File: src/rtl/dz_pkg.sv
// Shared constants for the DZ11 modem-control slice.
package dz_pkg;
    localparam int unsigned DZLINES = 8;
    localparam int unsigned DZFILTW = 8;
endpackage

File: src/rtl/dz_modem_line.sv
// One line's conditioning: tick-based CO debounce and RI pulse stretch.
module dz_modem_line
    import dz_pkg::*;
#(
    parameter int unsigned COSTABLE = 8,
    parameter int unsigned RIHOLD   = 255
) (
    input  logic clk,
    input  logic rst,
    input  logic tick,
    input  logic sync_co,
    input  logic sync_ri,
    output logic co,
    output logic ri,
    output logic co_change
);

    localparam logic [DZFILTW-1:0] CoLast = DZFILTW'(COSTABLE - 1);
    localparam logic [DZFILTW-1:0] RiLoad = DZFILTW'(RIHOLD);

    logic [DZFILTW-1:0] co_cnt;
    logic [DZFILTW-1:0] ri_cnt;

    always_ff @(posedge clk or negedge rst) begin
        if (!rst) begin
            co        <= 1'b0;
            co_change <= 1'b0;
            co_cnt    <= '0;
            ri        <= 1'b0;
            ri_cnt    <= '0;
        end else begin
            co_change <= 1'b0;
            // Any agreeing tick restarts the count, so only a sustained level gets through.
            if (tick) begin
                if (sync_co == co) begin
                    co_cnt <= '0;
                end else if (co_cnt == CoLast) begin
                    co        <= ~co;
                    co_change <= 1'b1;
                    co_cnt    <= '0;
                end else begin
                    co_cnt <= co_cnt + 1'b1;
                end
            end
            // Reload wins over a same-cycle tick decrement.
            if (sync_ri) begin
                ri     <= 1'b1;
                ri_cnt <= RiLoad;
            end else if (tick) begin
                if (ri_cnt > 1) begin
                    ri_cnt <= ri_cnt - 1'b1;
                end else if (ri_cnt == 1) begin
                    ri_cnt <= '0;
                    ri     <= 1'b0;
                end
            end
        end
    end

endmodule

File: src/rtl/dz_modem_filter.sv
// DZ11 carrier-detect debounce and ring-indicator stretch ahead of the MSR synchronizer.
module dz_modem_filter
    import dz_pkg::*;
#(
    parameter int unsigned TICKDIV  = 20000,
    parameter int unsigned COSTABLE = 8,
    parameter int unsigned RIHOLD   = 255
) (
    input  logic               clk,
    input  logic               rst,
    input  logic [DZLINES-1:0] rawCO,
    input  logic [DZLINES-1:0] rawRI,
    output logic [DZLINES-1:0] dz11CO,
    output logic [DZLINES-1:0] dz11RI,
    output logic [DZLINES-1:0] coChange
);

    localparam int unsigned   PreW    = $clog2(TICKDIV);
    localparam logic [PreW-1:0] PreLast = PreW'(TICKDIV - 1);

    logic [DZLINES-1:0] co_meta, co_sync;
    logic [DZLINES-1:0] ri_meta, ri_sync;
    logic [PreW-1:0]    pre_cnt;
    logic               tick;

    always_ff @(posedge clk or negedge rst) begin
        if (!rst) begin
            co_meta <= '0;
            co_sync <= '0;
            ri_meta <= '0;
            ri_sync <= '0;
        end else begin
            co_meta <= rawCO;
            co_sync <= co_meta;
            ri_meta <= rawRI;
            ri_sync <= ri_meta;
        end
    end

    assign tick = (pre_cnt == PreLast);

    always_ff @(posedge clk or negedge rst) begin
        if (!rst) begin
            pre_cnt <= '0;
        end else if (tick) begin
            pre_cnt <= '0;
        end else begin
            pre_cnt <= pre_cnt + 1'b1;
        end
    end

    for (genvar i = 0; i < DZLINES; i++) begin : g_line
        dz_modem_line #(
            .COSTABLE(COSTABLE),
            .RIHOLD  (RIHOLD)
        ) u_line (
            .clk      (clk),
            .rst      (rst),
            .tick     (tick),
            .sync_co  (co_sync[i]),
            .sync_ri  (ri_sync[i]),
            .co       (dz11CO[i]),
            .ri       (dz11RI[i]),
            .co_change(coChange[i])
        );
    end

endmodule

File: config.mk
export PLATFORM = sky130hd
export DESIGN_NAME = dz_modem_filter
export DESIGN_NICKNAME = d
export VERILOG_FILES = /design/src/rtl/dz_pkg.sv /design/src/rtl/dz_modem_line.sv /design/src/rtl/dz_modem_filter.sv
export SDC_FILE = /design/constraint.sdc
export NUM_CORES = 1
export LEC_CHECK = 0
export CAP_MARGIN = 20
export CORE_MARGIN = 10
export CORE_UTILIZATION = 40
export CTS_CLUSTER_SIZE = 30
export DETAILED_ROUTE_END_ITERATION = 7
export HOLD_SLACK_MARGIN = 0.05
export PLACE_DENSITY = 0.6
export SLEW_MARGIN = 25
export SYNTH_ARGS = -nofsm -noshare
export SYNTH_HDL_FRONTEND = slang
export SYNTH_SLANG_ARGS = --single-unit
File: constraint.sdc
create_clock -name clk -period 3.1 [get_ports clk]
set_input_delay 0.465 -clock clk [delete_from_list [all_inputs] [get_ports clk]]
set_output_delay 0.465 -clock clk [all_outputs]
set_load 0.02 [all_outputs]
==> reports/metrics.csv <==
stage,metric,value,unit
hold_path,hold depth,0,
clock_network,Worst-path clk slew,0.07,ns
critical_path,critical-path cell list,"ha_1, nand4_1, or4_4, buf_12, o31a_1, or3_1",
global_route,initial antenna violation count,0,
placed_design,routability cong.,0.823,
placed_design,Placed Cells,1322,
routing,WL final,20.0,mm
hold_path,class of the most critical hold timing path,reg -> reg,
synthesis,Syn. warnings,0,
placed_design,DP Wirelength,13.0,mm
synthesis,Synth area leaders,"dfrtp_1, o21ai_0, ha_1, nand3_1, nor2_1",
global_route,first-pass GRT wire length,34.7,mm
clock_network,TritonCTS clock tree,yes,
hold_path,worst hold endpoint,ri_sync[0]$_DFF_PN0_,
cells_and_area,area occupied by multi-input gates,4600,um2
run,MaxCap Viol Count,0,
global_route,number of global-route vias before repair,7273,
synthesis,sequential element share of the synthesized area,0.494,
synthesis,number of synthesized flops with an enable pin,0,
cells_and_area,Fillers,2334,
routing,WL met3,578,um
synthesis,Unique masters post-synth,62,
routing,1st-iter DRT viols,605,
floorplanning,Core Area,25000,um2
power_and_ir_drop,P per Cell Area,436,nW/um2
critical_path,critical setup path kind,reg -> reg,
synthesis,Mapped Nets,1043,
floorplanning,# IOs,42,
placed_design,# port buffers,41,
routing,Pre-antenna DRT Iters,5,
critical_path,CP arrival,2.94,ns
global_route,grt total ovfl,0,
timing,Setup TNS,0,ns
status,outcome,completed,
floorplanning,Die X,179,um
critical_path,Worst R2R Setup Slack,0.47,ns
placed_design,"worst slack, placed",0.457,ns
floorplanning,Rows,58,
routing,M1 wire length,9.81,mm
clock_network,worst skew pair latency,0.44,ns
timing,worst slew pin tran,0.837,ns
timing,Final period util,0.848,
synthesis,syn_area_per_cell,10.1,um2
critical_path,Startpoint Class,flip-flop,
power_and_ir_drop,maximum VDD drop,0.000301,V
global_route,maximum number of pins on one net before global-route repair,80,
timing,Layout Skew,0.0146,ns
routing,Post-route DRC,0,
timing,WHS,0.350,ns
timing,Final Hold Vio Count,0,
routing,Vias,7640,
routing,routed vias/inst,5.64,
floorplanning,die height,179,um
timing,RSZ-0062 raised after global routing,no,
critical_path,max incr delay on CP,0.79,ns
critical_path,FF-to-FF path depth,6,
synthesis,Mapped Cells,1000,
cells_and_area,register area,4980,um2
routing,wire per inst,14.8,um
synthesis,main flop type after synthesis,dfrtp_1,
critical_path,worst r2r src,pre_cnt[0]$_DFF_PN0_,
synthesis,Post-Syn Area,10100,um2
timing,Period minus WS final,2.63,ns
cells_and_area,"Area growth, synth to finish",11.8,%
cells_and_area,fin cells,1355,
routing,DR WL met2,9.41,mm
clock_network,Root Buffer,clkbuf_16,
timing,relative slew slack,0.437,
power_and_ir_drop,Leakage,4.53,nW
timing,fmax,0.380,GHz
synthesis,Synth top area share,0.494,
clock_network,Clock Sinks,199,
routing,Routed Antenna Nets,0,
synthesis,Synth area leader,dfrtp_1,
critical_path,reg2reg end,g_line[1].u_line.ri_cnt[3]$_DFFE_PN0P_,
hold_path,worst hold path startpoint,ri_meta[0]$_DFF_PN0_,
synthesis,#FFs+latches synth,199,
critical_path,CP endpoint kind,flip-flop,
cells_and_area,share of layout cells above drive strength 1,0.0712,
cells_and_area,net count of the finished layout,1055,
cells_and_area,number of diodes,0,
clock_network,cts bufs inserted,17,
floorplanning,Initial Util,0.404,
timing,"Slew Viols, Final",0,
synthesis,Async SR Flop Fraction,1.00,
clock_network,H-tree Lvls,4,
critical_path,Crit path required time,3.41,ns
timing,endpoints failing setup,0,
critical_path,largest fanout on the critical path,53,
critical_path,slowest cell on the critical path,or4_4,
floorplanning,Die ar.,32000,um2
routing,uppermost routed layer,met4,
global_route,Total Routing Usage GR,0.128,
clock_network,clock tree buffer depth,2,
timing,final worst slack,0.471,ns
==> sequential cells by signal, indices dropped and copies added (netlist names) <==
| register | cells |
|---|---|
| g_line.u_line.co_cnt | 64 |
| g_line.u_line.ri_cnt | 64 |
| pre_cnt | 15 |
| co_meta | 8 |
| co_sync | 8 |
| g_line.u_line.co | 8 |
| g_line.u_line.co_change | 8 |
| g_line.u_line.ri | 8 |
| ri_meta | 8 |
| ri_sync | 8 |
==> layout by cell type, fill, tap and decap left out, types with 8 or more instances in the layout <==
master / count
dfrtp_1: 199
nor2_1: 69
o21ai_0: 64
nand2_1: 57
nand3_1: 52
inv_1: 43
clkdlybuf4s50_1: 40
nor3_1: 37
ha_1: 25
and3_1: 24
a21oi_1: 24
a22o_1: 24
nand4_1: 23
or3_1: 22
a21o_1: 20
nor4_1: 19
or4_1: 18
xnor2_1: 17
clkbuf_16: 17
a211o_1: 16
nor4b_1: 15
nor2b_1: 14
o211ai_1: 13
xor2_1: 12
mux2_2: 12
a311o_1: 10
and2_1: 9
a221o_1: 9
o22ai_1: 8
==> routing by layer <==
| layer | track usage | vias up |
|---|---|---|
| met5 | 0 | - |
| met4 | 0.0375 | 0 |
| met3 | 0.0267 | 10 |
| met2 | 0.204 | 94 |
| met1 | 0.172 | 3796 |
| li1 | - | 3740 |
==> worst max-delay path, delay by kind of cell (launching register included) <==
kind | cells | cell delay (ns)
adder cells (fa/ha/maj) | 1 | 0.21
AND/OR/NAND/NOR | 3 | 1.37
flip-flops | 1 | 0.37
buffers and inverters | 1 | 0.25
AO/OA/AOI/OAI | 1 | 0.29
==> kinds of logic after synthesis <==
logic type,synth area share
AOI/OAI and AO/OA,0.172
xor gates and xnor gates,0.0252
adders and majority gates,0.0310
buffers and inverters,0.0504
DFF,0.494
muxes,0.0134
and+or+nand+nor,0.214
==> synth_stat cells, types with 12 or more instances <==
cell type / number
dfrtp_1: 199
nor2_1: 69
o21ai_0: 64
nand2_1: 57
nand3_1: 52
inv_1: 43
nor3_1: 37
ha_1: 25
a21oi_1: 24
a22o_1: 24
and3_1: 24
buf_4: 24
nand4_1: 23
or3_1: 22
a21o_1: 20
clkbuf_1: 19
nor4_1: 19
or4_1: 19
xnor2_1: 17
a211o_1: 16
nor4b_1: 15
nor2b_1: 14
o211ai_1: 13
mux2_2: 12
xor2_1: 12
==> worst max-delay path by stage <==
stage | from | end
4_1_cts | pre_cnt[0]$_DFF_PN0_ | g_line[1].u_line.ri_cnt[3]$_DFFE_PN0P_
2_1_floorplan | pre_cnt[5]$_DFF_PN0_ | g_line[4].u_line.ri_cnt[7]$_DFFE_PN0P_
3_3_place_gp | pre_cnt[0]$_DFF_PN0_ | g_line[2].u_line.co$_DFFE_PN0P_
5_1_grt | pre_cnt[0]$_DFF_PN0_ | g_line[1].u_line.co_cnt[0]$_DFFE_PN0P_
6_report | pre_cnt[0]$_DFF_PN0_ | g_line[1].u_line.ri_cnt[3]$_DFFE_PN0P_
3_5_place_dp | pre_cnt[0]$_DFF_PN0_ | g_line[1].u_line.ri_cnt[3]$_DFFE_PN0P_
==> power by group <==
group	switching (mW)	total (mW)	leakage [nW]	internal [mW]
combinational	0.0757	0.114	1.94	0.0382
sequential	0.0171	2.63	2.32	2.61
clock	1.08	2.17	0.274	1.09
==> area by class of cell <==
type,count,share of cell area
clock buffer,18,0.0390
clock inverter,14,0.0113
inverter,43,0.0143
multi-input combinational,699,0.408
sequential,199,0.442
tap,330,0.0366
timing repair buffer,52,0.0488
==> what timing repair did <==
action | in CTS | in global routing
hold endpoints to repair | 26 | 0
gates resized for setup | 0 | 0
hold buffers | 1 | 0
buffers inserted | 0 | 0
==> through the flow <==
stage                util  area, um2  total power, mW
finish              0.451      11300             4.92
global route        0.451      11300             5.12
CTS                 0.451      11300             5.00
detailed placement  0.428      10700             2.80
global placement    0.428      10700             2.80
floorplan               -      10100             2.71
Power figures use the tool's default switching activity.
